==> config.mk <==
export PLATFORM = sky130hd
export DESIGN_NAME = alu_pipe
export DESIGN_NICKNAME = d
export VERILOG_FILES = /design/src/rtl/alu_pipe.sv
export SDC_FILE = /design/constraint.sdc
export NUM_CORES = 1
export LEC_CHECK = 0
export ABC_AREA = 1
export CAP_MARGIN = 10
export CORE_MARGIN = 4
export CORE_UTILIZATION = 61
export DETAILED_ROUTE_END_ITERATION = 8
export PLACE_DENSITY = 0.95
export SYNTH_ARGS = -nofsm -noshare
export SYNTH_HDL_FRONTEND = slang
export SYNTH_SLANG_ARGS = --single-unit
==> constraint.sdc <==
create_clock -name clk -period 2.07 [get_ports clk]
set_clock_uncertainty 0.2 [all_clocks]
set_input_delay 0.207 -clock clk [delete_from_list [all_inputs] [get_ports clk]]
set_output_delay 0.207 -clock clk [all_outputs]
set_load 0.005 [all_outputs]
==> src/rtl/alu_pipe.sv <==
//==============================================================================
// Module   : alu_pipe
// Brief    : Pipelined valid/ready ALU with in-order results, flags and tags.
//            Define ALU_MUL_EN to build the iterative shift-add multiplier.
// Revision : 1.0 - initial release
//==============================================================================
`default_nettype none

module alu_pipe #(
   parameter int WORD_SIZE   = 32,
   parameter int PIPE_STAGES = 2,
   parameter int TAG_WIDTH   = 4
) (
   input  logic                 clk,
   input  logic                 rst_n,
   input  logic                 in_valid,
   output logic                 in_ready,
   input  logic [WORD_SIZE-1:0] in1,
   input  logic [WORD_SIZE-1:0] in2,
   input  logic [4:0]           func,
   input  logic [TAG_WIDTH-1:0] in_tag,
   output logic                 out_valid,
   input  logic                 out_ready,
   output logic [WORD_SIZE-1:0] out,
   output logic [TAG_WIDTH-1:0] out_tag,
   output logic [3:0]           flags,
   output logic                 illegal
);

   localparam int         c_sh_w = $clog2(WORD_SIZE);
   localparam int         c_msb  = WORD_SIZE - 1;

   localparam logic [4:0] c_add  = 5'd0;
   localparam logic [4:0] c_sub  = 5'd1;
   localparam logic [4:0] c_and  = 5'd2;
   localparam logic [4:0] c_or   = 5'd3;
   localparam logic [4:0] c_xor  = 5'd4;
   localparam logic [4:0] c_nand = 5'd5;
   localparam logic [4:0] c_nor  = 5'd6;
   localparam logic [4:0] c_xnor = 5'd7;
   localparam logic [4:0] c_mvhi = 5'd8;
   localparam logic [4:0] c_f    = 5'd9;
   localparam logic [4:0] c_eq   = 5'd10;
   localparam logic [4:0] c_lt   = 5'd11;
   localparam logic [4:0] c_ltu  = 5'd12;
   localparam logic [4:0] c_sll  = 5'd13;
   localparam logic [4:0] c_srl  = 5'd14;
   localparam logic [4:0] c_sra  = 5'd15;
   localparam logic [4:0] c_mul  = 5'd16;

   typedef struct packed {
      logic [WORD_SIZE-1:0] res;
      logic [TAG_WIDTH-1:0] tag;
      logic [3:0]           flg;
      logic                 ill;
   } beat_t;

   // ---------------------------------------------------------------- ALU ---
   logic [WORD_SIZE:0]   w_sum;
   logic [WORD_SIZE:0]   w_dif;
   logic [c_sh_w-1:0]    w_sh;
   logic [WORD_SIZE-1:0] w_res;
   logic                 w_c;
   logic                 w_v;
   logic                 w_ill;
   beat_t                w_new;

   assign w_sum = {1'b0, in1} + {1'b0, in2};
   // carry out of A + ~B + 1 is the "no borrow" bit for SUB
   assign w_dif = {1'b0, in1} + {1'b0, ~in2} + (WORD_SIZE+1)'(1);
   assign w_sh  = in2[c_sh_w-1:0];

   always_comb begin
      w_res = '0;
      w_c   = 1'b0;
      w_v   = 1'b0;
      w_ill = 1'b0;
      case (func)
         c_add: begin
            w_res = w_sum[WORD_SIZE-1:0];
            w_c   = w_sum[WORD_SIZE];
            w_v   = (in1[c_msb] == in2[c_msb]) && (w_sum[c_msb] != in1[c_msb]);
         end
         c_sub: begin
            w_res = w_dif[WORD_SIZE-1:0];
            w_c   = w_dif[WORD_SIZE];
            w_v   = (in1[c_msb] != in2[c_msb]) && (w_dif[c_msb] != in1[c_msb]);
         end
         c_and:  w_res = in1 & in2;
         c_or:   w_res = in1 | in2;
         c_xor:  w_res = in1 ^ in2;
         c_nand: w_res = ~(in1 & in2);
         c_nor:  w_res = ~(in1 | in2);
         c_xnor: w_res = ~(in1 ^ in2);
         c_mvhi: w_res = in2 << (WORD_SIZE / 2);
         c_f:    w_res = '0;
         c_eq:   w_res = {{(WORD_SIZE-1){1'b0}}, (in1 == in2)};
         c_lt:   w_res = {{(WORD_SIZE-1){1'b0}}, ($signed(in1) < $signed(in2))};
         c_ltu:  w_res = {{(WORD_SIZE-1){1'b0}}, (in1 < in2)};
         c_sll:  w_res = in1 << w_sh;
         c_srl:  w_res = in1 >> w_sh;
         c_sra:  w_res = $signed(in1) >>> w_sh;
`ifdef ALU_MUL_EN
         c_mul:  w_res = '0;
`else
         c_mul:  w_ill = 1'b1;
`endif
         default: w_ill = 1'b1;
      endcase
   end

   always_comb begin
      w_new     = '0;
      w_new.res = w_res;
      w_new.tag = in_tag;
      w_new.ill = w_ill;
      w_new.flg = w_ill ? 4'b0000 : {w_c, w_v, w_res[c_msb], (w_res == '0)};
   end

   // ----------------------------------------------------------- pipeline ---
   logic [PIPE_STAGES-1:0] r_vld;
   beat_t                  r_pl [PIPE_STAGES];
   logic [PIPE_STAGES-1:0] w_ld;
   logic                   w_hole;
   logic                   w_acc;
   logic                   w_acc_alu;
   logic                   w_mul_load;
   beat_t                  w_mul_pl;

   // A stage loads when it, or any stage after it, is empty, or the output drains
   always_comb begin
      w_hole = out_ready;
      w_ld   = '0;
      for (int i = PIPE_STAGES - 1; i >= 0; i--) begin
         w_hole  = w_hole | ~r_vld[i];
         w_ld[i] = w_hole;
      end
   end

   assign w_acc = in_valid && in_ready;

   always_ff @(posedge clk or negedge rst_n) begin
      if (!rst_n) begin
         r_vld <= '0;
         for (int i = 0; i < PIPE_STAGES; i++) begin
            r_pl[i] <= '0;
         end
      end else begin
         if (w_ld[0]) begin
            r_vld[0] <= w_acc_alu;
            if (w_acc_alu) begin
               r_pl[0] <= w_new;
            end
         end
         for (int i = 1; i < PIPE_STAGES; i++) begin
            if (w_ld[i]) begin
               r_vld[i] <= r_vld[i-1];
               if (r_vld[i-1]) begin
                  r_pl[i] <= r_pl[i-1];
               end
            end
         end
         // The multiplier only finishes once the pipe is drained, so this cannot clobber data
         if (w_mul_load) begin
            r_vld[PIPE_STAGES-1] <= 1'b1;
            r_pl[PIPE_STAGES-1]  <= w_mul_pl;
         end
      end
   end

   assign out_valid = r_vld[PIPE_STAGES-1];
   assign out       = r_pl[PIPE_STAGES-1].res;
   assign out_tag   = r_pl[PIPE_STAGES-1].tag;
   assign flags     = r_pl[PIPE_STAGES-1].flg;
   assign illegal   = r_pl[PIPE_STAGES-1].ill;

   // --------------------------------------------------------- multiplier ---
`ifdef ALU_MUL_EN
   typedef enum logic [1:0] {
      S_IDLE  = 2'd0,
      S_DRAIN = 2'd1,
      S_MUL   = 2'd2,
      S_DONE  = 2'd3
   } mul_state_t;

   localparam int               c_cnt_w    = $clog2(WORD_SIZE);
   localparam logic [c_cnt_w-1:0] c_cnt_last = c_cnt_w'(WORD_SIZE - 1);

   mul_state_t           r_state;
   mul_state_t           w_state_nxt;
   logic [WORD_SIZE-1:0] r_ma;
   logic [WORD_SIZE-1:0] r_mb;
   logic [WORD_SIZE-1:0] r_macc;
   logic [WORD_SIZE-1:0] w_macc_nxt;
   logic [c_cnt_w-1:0]   r_cnt;
   logic [TAG_WIDTH-1:0] r_mtag;
   logic                 w_is_mul;
   logic                 w_mul_start;
   logic                 w_cnt_last;

   assign w_is_mul    = (func == c_mul);
   assign in_ready    = w_ld[0] && (r_state == S_IDLE);
   assign w_acc_alu   = w_acc && !w_is_mul;
   assign w_mul_start = w_acc && w_is_mul;
   assign w_cnt_last  = (r_cnt == c_cnt_last);
   assign w_macc_nxt  = r_macc + (r_mb[0] ? r_ma : '0);
   assign w_mul_load  = (r_state == S_MUL) && w_cnt_last;

   always_comb begin
      w_mul_pl     = '0;
      w_mul_pl.res = w_macc_nxt;
      w_mul_pl.tag = r_mtag;
      w_mul_pl.flg = {2'b00, w_macc_nxt[c_msb], (w_macc_nxt == '0)};
   end

   always_comb begin
      w_state_nxt = r_state;
      case (r_state)
         S_IDLE:  if (w_mul_start)     w_state_nxt = S_DRAIN;
         S_DRAIN: if (r_vld == '0)     w_state_nxt = S_MUL;
         S_MUL:   if (w_cnt_last)      w_state_nxt = S_DONE;
         S_DONE:  if (out_ready)       w_state_nxt = S_IDLE;
         default:                      w_state_nxt = S_IDLE;
      endcase
   end

   always_ff @(posedge clk or negedge rst_n) begin
      if (!rst_n) begin
         r_state <= S_IDLE;
         r_ma    <= '0;
         r_mb    <= '0;
         r_macc  <= '0;
         r_cnt   <= '0;
         r_mtag  <= '0;
      end else begin
         r_state <= w_state_nxt;
         if (w_mul_start) begin
            r_ma   <= in1;
            r_mb   <= in2;
            r_macc <= '0;
            r_cnt  <= '0;
            r_mtag <= in_tag;
         end else if (r_state == S_MUL) begin
            r_macc <= w_macc_nxt;
            r_ma   <= r_ma << 1;
            r_mb   <= r_mb >> 1;
            r_cnt  <= r_cnt + 1'b1;
         end
      end
   end
`else
   assign in_ready   = w_ld[0];
   assign w_acc_alu  = w_acc;
   assign w_mul_load = 1'b0;
   assign w_mul_pl   = '0;
`endif

endmodule

`default_nettype wire

==> metrics, run 1 <==
Seq/Total Area, Yosys=approximately 14%; clock sink count=84; Warnings, synthesis=0; Clock Path Buffers=2; Die Y=~160 um; status=stopped before the end; Placer Congestion=1.36; Yosys reg bits=between 80 and 90; FFs w/ async S/R, synth=100%; number of synthesized flops with an enable pin=0; Post-DP HPWL=64.0 mm; cell area after synthesis=~15,000 um^2; post-synthesis cell type count=48; Mapped Nets=2,825; Rows=56; Last stage=4_1_cts; Top FF cell, synth=dfrtp_1; Starting Density=62.0%; IO Port Bufs=between 100 and 150; # resized after CTS=approximately 1,100; CTS Buf Count=9; Error=[ERROR DPL-0033] detailed placement checks failed during check placement.; H-tree depth=3; cts hold-fix bufs=1; postcts setup bufs=90; chip width=162 um; # IOs=120; post-synthesis area per instance=roughly 5.5 um^2; Gate Count Post-Synth=between 2,000 and 3,000; Root Driver=clkbuf_16
==> stage by stage <==
stage	util (%)	setup TNS, ns	instance area (um^2)	setup slack, ns	std cells
after floorplan	-	-3.29	14700	-0.382	2642
after detailed placement	84.1	-41.85	19700	-1.89	3488
after global placement	84.1	-35.95	19700	-1.63	3488
==> Yosys cell counts (all sizes together) (2+ instances only) <==
library cell	number	share of area, %
xor2	3	0.18
and2	3	0.13
dfrtp	84	14
ha	104	9.0
a21o	3	0.16
nand3	439	15
nand4	39	1.7
o21a	2	0.10
fa	2	0.28
or2	5	0.22
o21bai	15	0.78
a21oi	95	3.3
clkbuf	28	0.72
nor2	283	7.6
clkinv	2	0.052
inv	309	8.0
a31oi	6	0.26
o21ai	138	4.8
o211ai	14	0.72
o221ai	2	0.12
o2111ai	3	0.18
buf	130	5.4
mux2	23	1.8
o22ai	24	1.1
nand2	847	22
a211oi	3	0.16
nand3b	8	0.41
nor3	23	0.79
==> logic make-up after synthesis <==
kind of cell	share of synthesized area [%]
flops	14.5
buf+inv	14.2
compound gates	11.8
fa+ha+maj	9.25
simple gates	48.3
mux	1.79
xor+xnor	0.181
==> run 2: changes to the inputs <==
--- a/config.mk
+++ b/config.mk
@@ -8,9 +8,9 @@
 export ABC_AREA = 1
 export CAP_MARGIN = 10
 export CORE_MARGIN = 4
-export CORE_UTILIZATION = 61
+export CORE_UTILIZATION = 40
 export DETAILED_ROUTE_END_ITERATION = 8
-export PLACE_DENSITY = 0.95
+export PLACE_DENSITY_LB_ADDON = 0.15
 export SYNTH_ARGS = -nofsm -noshare
 export SYNTH_HDL_FRONTEND = slang
 export SYNTH_SLANG_ARGS = --single-unit
==> run 2 against run 1 <==
Effect of this change:
- the flow now finishes, with violations (negative setup slack)
- area after synthesis is the same
- synthesized cell count is the same
==> metrics, run 2 <==
Gate Count Post-Synth=about 2,600; failing checks=negative setup slack; Warnings, synthesis=0; Tmin final=~2.7 ns; RSZ-0062 raised after global routing=yes; number of synthesized flops with an enable pin=0; Max Cap Violations=0; antenna-violating nets left=0; crit path to=r_pl[42]$_DFFE_PN0P_; Ant. Diodes=0; First-pass DRT Iterations=8; max reg flops=between 40 and 50; post-synthesis cell type count=48; Setup TNS=-7.74 ns; worst skew pair latency=0.33 ns; mux cell area share after synthesis=1.79%; clock sink count=84; # IOs=120; post-synthesis area per instance=approximately 5.5 um^2; vias in the first global route=20,784; worst vdd ir=around 440 uV; post-synthesis xor/xnor area fraction=0.181%; share of cells above drive strength 1=a little under half; Post-DP HPWL=around 68 mm; first-pass GRT wire length=approximately 120 mm; register name with the most flops=r_pl; IO Port Bufs=119; commonest non-fill, non-tap cell in the layout=buf_4; initial antenna violation count=1; setup violators final=31; Worst Setup End Kind=flip-flop; area taken by multi-input logic gates=~13,000 um^2; area fraction in compound gates after synthesis=between 10% and 20%; worst hold slack=approximately 0.19 ns; Root Driver=clkbuf_16; post-synth top area share=21.8%; routed vias=between 20,000 and 25,000; Filler cells=3,121; Rows=between 60 and 70; crit path DAT=2.79 ns; die area=~40,000 um^2; GRT Util Overall=around two fifths; final net count=between 3,000 and 4,000; Core ar.=approximately 36,000 um^2; power per cell area=approximately 430 nW/um^2; top cells by count, synth=nand2_1, nand3_1, inv_1, nor2_1, o21ai_0; Mapped Nets=between 2,000 and 3,000; Crit Path Max Fanout=4; GRT overflow=0; Adder-Cell Fraction of Synth Area=under 10%; status=complete, but fails checks; fin crit share=131%; most instantiated library cell after synthesis=nand2_1; Final Max Tran Viols=0; Initial DRC Count=between 2,000 and 3,000; Yosys reg bits=84; Clock Path Buffers=2; worst reg-to-reg setup slack=0.13 ns; Routed Wire Length=about 86 mm; Hold Path Class=in -> async; FFs w/ async S/R, synth=100%; CP Data Required Time=~2.1 ns; Via-to-Cell Ratio=5.78; Crit Reg-Reg Endpoint=r_pl[42]$_DFFE_PN0P_; number of hold violations in the final report=0; chip width=between 150 and 200 um; CTS Buf Count=9; largest family of logic cells by synthesized area=simple AND/OR/NAND/NOR gates; Critical Path Source Type=primary input; DP Worst Slack=-2.27 ns; f_max=0.368 GHz; synth-to-layout area growth=71.8%; Worst R2R Start=r_vld[0]$_DFFE_PN0N_; Starting Density=slightly above 40%; Die Y=around 200 um; cell leakage power=about 0.013 uW; Routed wire per std cell=around 22 um; DRC violations left=0; Seq/Total Area, Yosys=14.5%; Slew headroom=~65%; Synth Area in Simple Gates=between 40 and 50%; critical path class=in -> reg; H-tree depth=3; Placer Congestion=~1.1; min setup slack post-route=-0.650 ns; FF/Latch Area=between 2000 and 2500 um^2; FF-to-FF path depth=12; CTS tree=done; Crit. Startpoint=in1[0]; main area contributors after synthesis=nand2_1, nand3_1, dfrtp_1; cell area after synthesis=14,500 um^2; commonest cells after routing, fill and taps aside=buf_4, nand2_1, nand3_1, inv_1, nor2_1; total power=approximately 11,000 uW; largest net degree at the start of global routing=41; Worst-path clk slew=0.06 ns; Top FF cell, synth=dfrtp_1; Yosys top cell by area=nand2_1; Worst Tran Pin Value=between 0.5 and 0.6 ns
-- run 2: cell counts after synthesis --
Identical to the previous run, type by type.
-- run 2: layer usage --
layer / global-route usage, % / vias to the layer above / wire [um]
met1: 54.9 / 10423 / 34000
met3: 7.32 / 337 / 9270
li1: - / 10048 / -
met5: 0 / - / 11
met4: 18.5 / 2 / 5850
met2: 64.2 / 1496 / 37300
-- run 2: kinds of logic (layout without fill, tap and decap cells) --
logic type               Yosys count  after routing
AND/OR/NAND/NOR                 1649           1650
buffers and inverters            469           1224
AO/OA/AOI/OAI                    308            308
adder cells (fa/ha/maj)          106            106
flip-flops                        84             84
multiplexers                      23             23
XOR/XNOR                           3              3
-- run 2: area by class of cell --
class / count / share of cell area [%]
clock buffers: 10 / 0.959
multi-input cells: 2090 / 53.1
inverters: 311 / 5.02
well taps: 461 / 2.31
clock inverters: 6 / 0.186
repair buffers: 897 / 30.0
flip-flops and latches: 84 / 8.43
-- run 2: how the worst min path moves through the flow --
stage	cells after the start	slack, ns	to
2_1_floorplan	0	-0.29	flags[0]$_DFFE_PN0P_
3_3_place_gp	1	0.008	out[28]$_DFFE_PN0P_
6_report	2	0.19	out[28]$_DFFE_PN0P_
4_1_cts	2	0.20	out[28]$_DFFE_PN0P_
5_1_grt	2	0.25	out[28]$_DFFE_PN0P_
3_5_place_dp	1	0.02	out[28]$_DFFE_PN0P_
-- run 2: stage by stage --
stage / utilization [%] / instances / cell area, um^2
after CTS: 65.0 / 3807 / 23200
final: 69.9 / 3859 / 24900
after detailed placement: 57.9 / 3721 / 20700
after floorplan: - / 2642 / 14700
after global placement: 57.9 / 3721 / 20700
after global routing: 69.9 / 3859 / 24900
-- run 2: report_power, final --
part	internal (uW)	switching, uW	leakage, uW
sequential	1980	176	0.00108
combinational	3190	3770	0.0114
clock	853	656	0.000135
total	6020	4600	0.0127
-- run 2: timing repair --
item / CTS / global route
buffers inserted: 68 / 54
pin swaps: 127 / 164
resized for setup: 676 / 500
endpoints found under the setup margin: 36 / 36
hold endpoints to repair: 35 / 0
hold buffers: 1 / 0
cloned: 2 / 2
-- run 2: critical path: stages --
cell,delay (ns)
buf_8,0.11
buf_6,0.11
ha_4,0.15
fa_2,0.37
nand2_2,0.10
nand2_2,0.06
nand3b_1,0.14
nand2_4,0.13
nand2_4,0.09
nand3_2,0.06
nand3_2,0.07
nand2_2,0.06
nor2_4,0.30
nand2_4,0.11
nor2_4,0.11
nand2_2,0.08
nor2_4,0.22
nand2_1,0.08
nor2_1,0.10
nand2_1,0.07
nand2_1,0.06
Power figures use the tool's default switching activity.
==> run 3: changes to the inputs <==
--- a/config.mk
+++ b/config.mk
@@ -10,6 +10,7 @@
 export CORE_MARGIN = 4
 export CORE_UTILIZATION = 40
 export DETAILED_ROUTE_END_ITERATION = 8
+export GPL_TIMING_DRIVEN = 1
 export PLACE_DENSITY_LB_ADDON = 0.15
 export SYNTH_ARGS = -nofsm -noshare
 export SYNTH_HDL_FRONTEND = slang
==> results of run 3 <==
The final DEF is identical to that of run 2; final timing and power are the same.
